===== config.mk =====
export PLATFORM = sky130hd
export DESIGN_NAME = fetch_unit
export DESIGN_NICKNAME = d
export VERILOG_FILES = /design/src/rtl/fetch_unit.sv
export SDC_FILE = /design/constraint.sdc
export NUM_CORES = 1
export LEC_CHECK = 0
export BUFFER_PORTS_ARGS = -buffer_cell sky130_fd_sc_hd__buf_2
export CAP_MARGIN = 20
export CORE_MARGIN = 2
export CORE_UTILIZATION = 53
export CTS_CLUSTER_SIZE = 24
export DETAILED_ROUTE_END_ITERATION = 6
export HOLD_SLACK_MARGIN = 0.05
export MAX_ROUTING_LAYER = met4
export PLACE_DENSITY = 0.76
export SLEW_MARGIN = 5
export SYNTH_ARGS = -nofsm -noshare
export SYNTH_HDL_FRONTEND = slang
export SYNTH_SLANG_ARGS = --single-unit

===== constraint.sdc =====
create_clock -name clk -period 2.35 [get_ports clk]
set_input_delay 0.47 -clock clk [delete_from_list [all_inputs] [get_ports clk]]
set_output_delay 0.47 -clock clk [all_outputs]
set_load 0.1 [all_outputs]

===== src/rtl/fetch_unit.sv =====
// Instruction fetch stage: reads two bytes at pc from byte-wide program
// memory, assembles the big-endian opcode and hands it to decode.
// Handshake: a transfer happens in any cycle where instr_valid & instr_ready
// are both 1 at the rising edge. Once instr_valid is 1, instruction and pc
// stay stable until that transfer. instr_ready is ignored while instr_valid=0.
module fetch_unit #(
  parameter int                 ADDR_W   = 12,
  parameter logic [ADDR_W-1:0]  RESET_PC = 12'h200
) (
  input  logic              clk,
  input  logic              rst,
  output logic [ADDR_W-1:0] mem_addr,
  output logic              mem_rd_en,
  input  logic [7:0]        mem_rdata,
  output logic [15:0]       instruction,
  output logic              instr_valid,
  input  logic              instr_ready,
  output logic [ADDR_W-1:0] pc,
  input  logic              pc_load,
  input  logic [ADDR_W-1:0] pc_load_addr,
  input  logic              pc_skip
);

  typedef enum logic [2:0] {
    S_START = 3'd0,
    S_HI    = 3'd1,
    S_LO    = 3'd2,
    S_CAP   = 3'd3,
    S_VALID = 3'd4
  } state_t;

  state_t            state, state_nxt;
  logic [7:0]        hi_byte, hi_byte_nxt;
  logic [ADDR_W-1:0] pc_nxt, mem_addr_nxt, target_pc;
  logic              mem_rd_en_nxt, instr_valid_nxt;
  logic [15:0]       instruction_nxt;

  // Next PC if a transfer happens this cycle: load beats skip beats +2.
  always_comb begin
    target_pc = pc + ADDR_W'(2);
    if (pc_load) begin
      target_pc = pc_load_addr;
    end else if (pc_skip) begin
      target_pc = pc + ADDR_W'(4);
    end
  end

  // Next-state and next-output logic; every register holds by default.
  always_comb begin
    state_nxt       = state;
    pc_nxt          = pc;
    mem_addr_nxt    = mem_addr;
    mem_rd_en_nxt   = mem_rd_en;
    instruction_nxt = instruction;
    instr_valid_nxt = instr_valid;
    hi_byte_nxt     = hi_byte;
    case (state)
      S_START: begin
        mem_addr_nxt  = pc;
        mem_rd_en_nxt = 1'b1;
        state_nxt     = S_HI;
      end
      S_HI: begin
        mem_addr_nxt  = pc + ADDR_W'(1);
        mem_rd_en_nxt = 1'b1;
        state_nxt     = S_LO;
      end
      S_LO: begin
        hi_byte_nxt   = mem_rdata;
        mem_rd_en_nxt = 1'b0;
        state_nxt     = S_CAP;
      end
      S_CAP: begin
        instruction_nxt = {hi_byte, mem_rdata};
        instr_valid_nxt = 1'b1;
        state_nxt       = S_VALID;
      end
      S_VALID: begin
        if (instr_ready) begin
          pc_nxt          = target_pc;
          mem_addr_nxt    = target_pc;
          mem_rd_en_nxt   = 1'b1;
          instr_valid_nxt = 1'b0;
          state_nxt       = S_HI;
        end
      end
      default: begin
        state_nxt = S_START;
      end
    endcase
  end

  // State and output registers; reset wins over any in-flight fetch or transfer.
  always_ff @(posedge clk) begin
    if (rst) begin
      state       <= S_START;
      pc          <= RESET_PC;
      mem_addr    <= RESET_PC;
      mem_rd_en   <= 1'b0;
      instruction <= 16'h0000;
      instr_valid <= 1'b0;
      hi_byte     <= 8'h00;
    end else begin
      state       <= state_nxt;
      pc          <= pc_nxt;
      mem_addr    <= mem_addr_nxt;
      mem_rd_en   <= mem_rd_en_nxt;
      instruction <= instruction_nxt;
      instr_valid <= instr_valid_nxt;
      hi_byte     <= hi_byte_nxt;
    end
  end

endmodule


==> out/results.tsv <==
stage	metric	value	unit
grt	first-pass GRT wire length	10.6	mm
pwr	Pwr per Cell Area	667	mW/mm²
hold_path	hold_sp	mem_rdata[5]	
pwr	clock share of power	0.303	
clock_tree	Longest Clk Path Bufs	2	
clock_tree	CTS Root Cell	clkbuf_8	
synth	Synth Register Bits	53	
layout	nets@finish	413	
timing	clock skew	0.00856	ns
timing	Tmin final	2.14	ns
worst_setup_path	critical path data required time	2.60	ns
pwr	Power, Total	2.10	mW
pwr	Pint	1.38	mW
worst_setup_path	Worst EP arrival	2.39	ns
layout	ant diodes	0	
timing	period utilisation layout	0.912	
layout	Area Growth Syn to Fin	16.6	%
grt	remaining global-route overflow	0	
clock_tree	cts bufs inserted	5	
timing	RSZ-0062 raised after global routing	false	
die	Die Y	75.4	µm
clock_tree	H-tree depth	2	
synth	register area share after synthesis	0.393	
die	full die area	0.00569	mm²
clock_tree	setup bufs post-CTS	0	
die	Die Width	75.4	µm
synth	Post-synth EDFFs	0	
synth	Gate Count Post-Synth	332	
grt	GR Util All Layers	0.250	
worst_setup_path	slowest CP cell	or3b_1	
timing	Worst Max-Slew Pin Slew	0.658	ns
placement	Final HPWL DP	4.64	mm
grt	met3 usage	0.0397	
die	area of the core	0.00482	mm²
layout	Design Area, Final	0.00315	mm²
timing	final hold vios	0	
worst_setup_path	Setup crit start kind	flop	
outcome	status	complete, no violations	
timing	Max Clk Rate	467	MHz
grt	busiest grt layer	met2	
clock_tree	CTS tree	done	
die	# IOs	67	
detailed_routing	Final ANT Viol Nets	0	
synth	synthesized area per cell	8.14	µm²
synth	dominant synthesized flop cell	dfxtp_1	
pwr	Sequential Power Share	0.462	
detailed_routing	starting DRC count in detailed routing	263	
detailed_routing	total number of vias	2609	
worst_setup_path	crit-path cells	or3b_1 > nor4_2 > mux2_1 > a31oi_1	
timing	Max-slew headroom	0.561	
detailed_routing	vias per std cell	5.76	
pwr	Pleak	1.24	nW
clock_tree	hold_buf cts	0	
detailed_routing	Detailed Routing Iterations Pass 1	5	
synth	post-synth cell types	53	
die	Starting Density	0.561	
worst_setup_path	Setup CP Type	reg2reg	
synth	ys async rst share	0	
grt	initial antenna violation count	0	
clock_tree	clk sinks	53	
worst_setup_path	CP max FO	15	
synth	Syn Nets	360	
clock_tree	clk_lat worst skew	0.31	ns
timing	WHS	0.398	ns
pwr	fraction of power spent switching nets	0.345	
timing	Max Slew Vio Count	0	
placement	IO buf count	66	
detailed_routing	drt drc	0	
layout	share of layout cells above drive strength 1	0.238	
grt	met2 Usage GRT	0.371	
placement	pre-CTS WS	0.253	ns
placement	routability cong.	0.874	
flow_run	Max Cap Viol	0	
detailed_routing	WL final	6.76	mm
worst_setup_path	worst r2r src	state[0]$_SDFFE_PP0P_	
placement	dpl cell area	0.00304	mm²
pwr	Max IR drop VDD	390	µV
clock_tree	clock transition at the registers of the reported paths	0.10	ns
layout	Fill cells	437	
timing	post-route setup slack	0.207	ns
grt	met1 Resource Use GR	0.354	
worst_setup_path	slowest stage delay, CP	0.64	ns
timing	setup_tns	0	ns
timing	Setup Viol. Count Final	0	
clock_tree	post-CTS sizing	0	
die	Site Rows	25	
worst_setup_path	crit path from	state[0]$_SDFFE_PP0P_	
synth	Syn Std Cell Area	0.00270	mm²
grt	vias in the first global route	2216	
worst_setup_path	CP endpoint kind	flop	
pwr	Net Sw Power	0.725	mW
pwr	combinational power share	0.235	
synth	YS warnings	0	
detailed_routing	average wire per standard cell	14.9	µm
hold_path	Hold Path Class	in2reg	
grt	largest net degree at the start of global routing	35	
[metrics by stage]
| step | instances | util |
|---|---|---|
| floorplan | 332 | - |
| global placement | 445 | 0.631 |
| detailed placement | 445 | 0.631 |
| CTS | 453 | 0.654 |
| global route | 453 | 0.654 |
| finish | 453 | 0.654 |
[area by class of cell]
class / count / area, µm² / area share
clock buffers: 6 / 72.6 / 0.0230
clock inverters: 2 / 38.8 / 0.0123
inverters: 4 / 15.0 / 0.00476
multi-input cells: 247 / 1490 / 0.472
flip-flops and latches: 53 / 1060 / 0.338
well taps: 67 / 83.8 / 0.0266
repair buffers: 74 / 390 / 0.124
[layout by cell type, fill, tap and decap left out, types with 6 or more instances in the layout]
cell	netlist	routed
a21oi_1	36	36
a31oi_1	6	6
buf_2	13	66
buf_4	3	8
dfxtp_1	53	50
mux2i_1	9	9
nand2_1	54	54
nand2b_1	6	6
nand4_1	6	6
nor2_1	25	25
nor3_1	12	12
o21ai_0	17	17
[routing by layer]
layer / share of wire / vias to the layer above
met3: 0.056 / 7
met5: 0 / -
met4: 0.0090 / 0
met1: 0.49 / 1216
met2: 0.45 / 91
li1: - / 1295
[critical path, delay by kind of cell (launching register included)]
kind	cells	cell delay, ns
compound gates	1	0.15
flops	1	0.56
mux	1	0.35
simple gates	2	1.02
[cell families (layout without fill, tap and decap cells)]
logic type,after synthesis,count (layout),synth area share
AOI/OAI and AO/OA,93,93,0.218
xor gates and xnor gates,5,5,0.0162
adders and majority gates,3,3,0.0139
buffers and inverters,32,86,0.0574
DFF,53,53,0.393
muxes,16,16,0.0634
and+or+nand+nor,130,130,0.239
[flip-flops by register name (all words and copies together), names as in the netlist]
| name | cells |
|---|---|
| hi_byte | 8 |
| instr_valid | 1 |
| instruction | 16 |
| mem_addr | 12 |
| mem_rd_en | 1 |
| pc | 12 |
| state | 3 |
[cells in the mapped netlist (2+ instances only)]
library cell,n,area share
nand2_1,54,0.075
dfxtp_1,53,0.39
a21oi_1,36,0.067
nor2_1,25,0.035
o21ai_0,17,0.031
buf_2,13,0.024
nor3_1,12,0.022
clkbuf_1,9,0.012
mux2i_1,9,0.033
a31oi_1,6,0.014
nand2b_1,6,0.014
nand4_1,6,0.014
nor2b_1,5,0.012
a211oi_1,4,0.011
inv_1,4,0.0056
mux2_1,4,0.017
nor4_1,4,0.0093
o311ai_1,4,0.013
o31a_1,4,0.013
xnor2_1,4,0.013
buf_4,3,0.0083
ha_1,3,0.014
nor3b_1,3,0.0083
o211ai_1,3,0.0083
o21ai_1,3,0.0056
a221oi_1,2,0.0065
and3_1,2,0.0046
buf_1,2,0.0028
mux2_2,2,0.0083
nand3_1,2,0.0037
o21a_1,2,0.0056
o311a_1,2,0.0074
o311ai_0,2,0.0065
o31ai_1,2,0.0056
or3b_1,2,0.0065
[power by group through the flow]
stage	sequential [mW]	combinational, mW	clock, mW
floorplan	1.21	0.184	0
global placement	0.990	0.485	0
detailed placement	0.992	0.490	0
CTS	0.972	0.492	0.638
global route	0.978	0.521	0.665
finish	0.972	0.493	0.638
[worst paths after layout]
path	cells past startpoint	end	slack (ns)
min reg2reg	2	instruction[9]$_SDFFE_PP0P_	0.45
max	4	mem_addr[11]$_SDFFE_PP0P_	0.21
max reg2reg	4	mem_addr[11]$_SDFFE_PP0P_	0.21
min	3	instruction[5]$_SDFFE_PP0P_	0.40
Note: power is estimated with default switching activity, not from simulation.
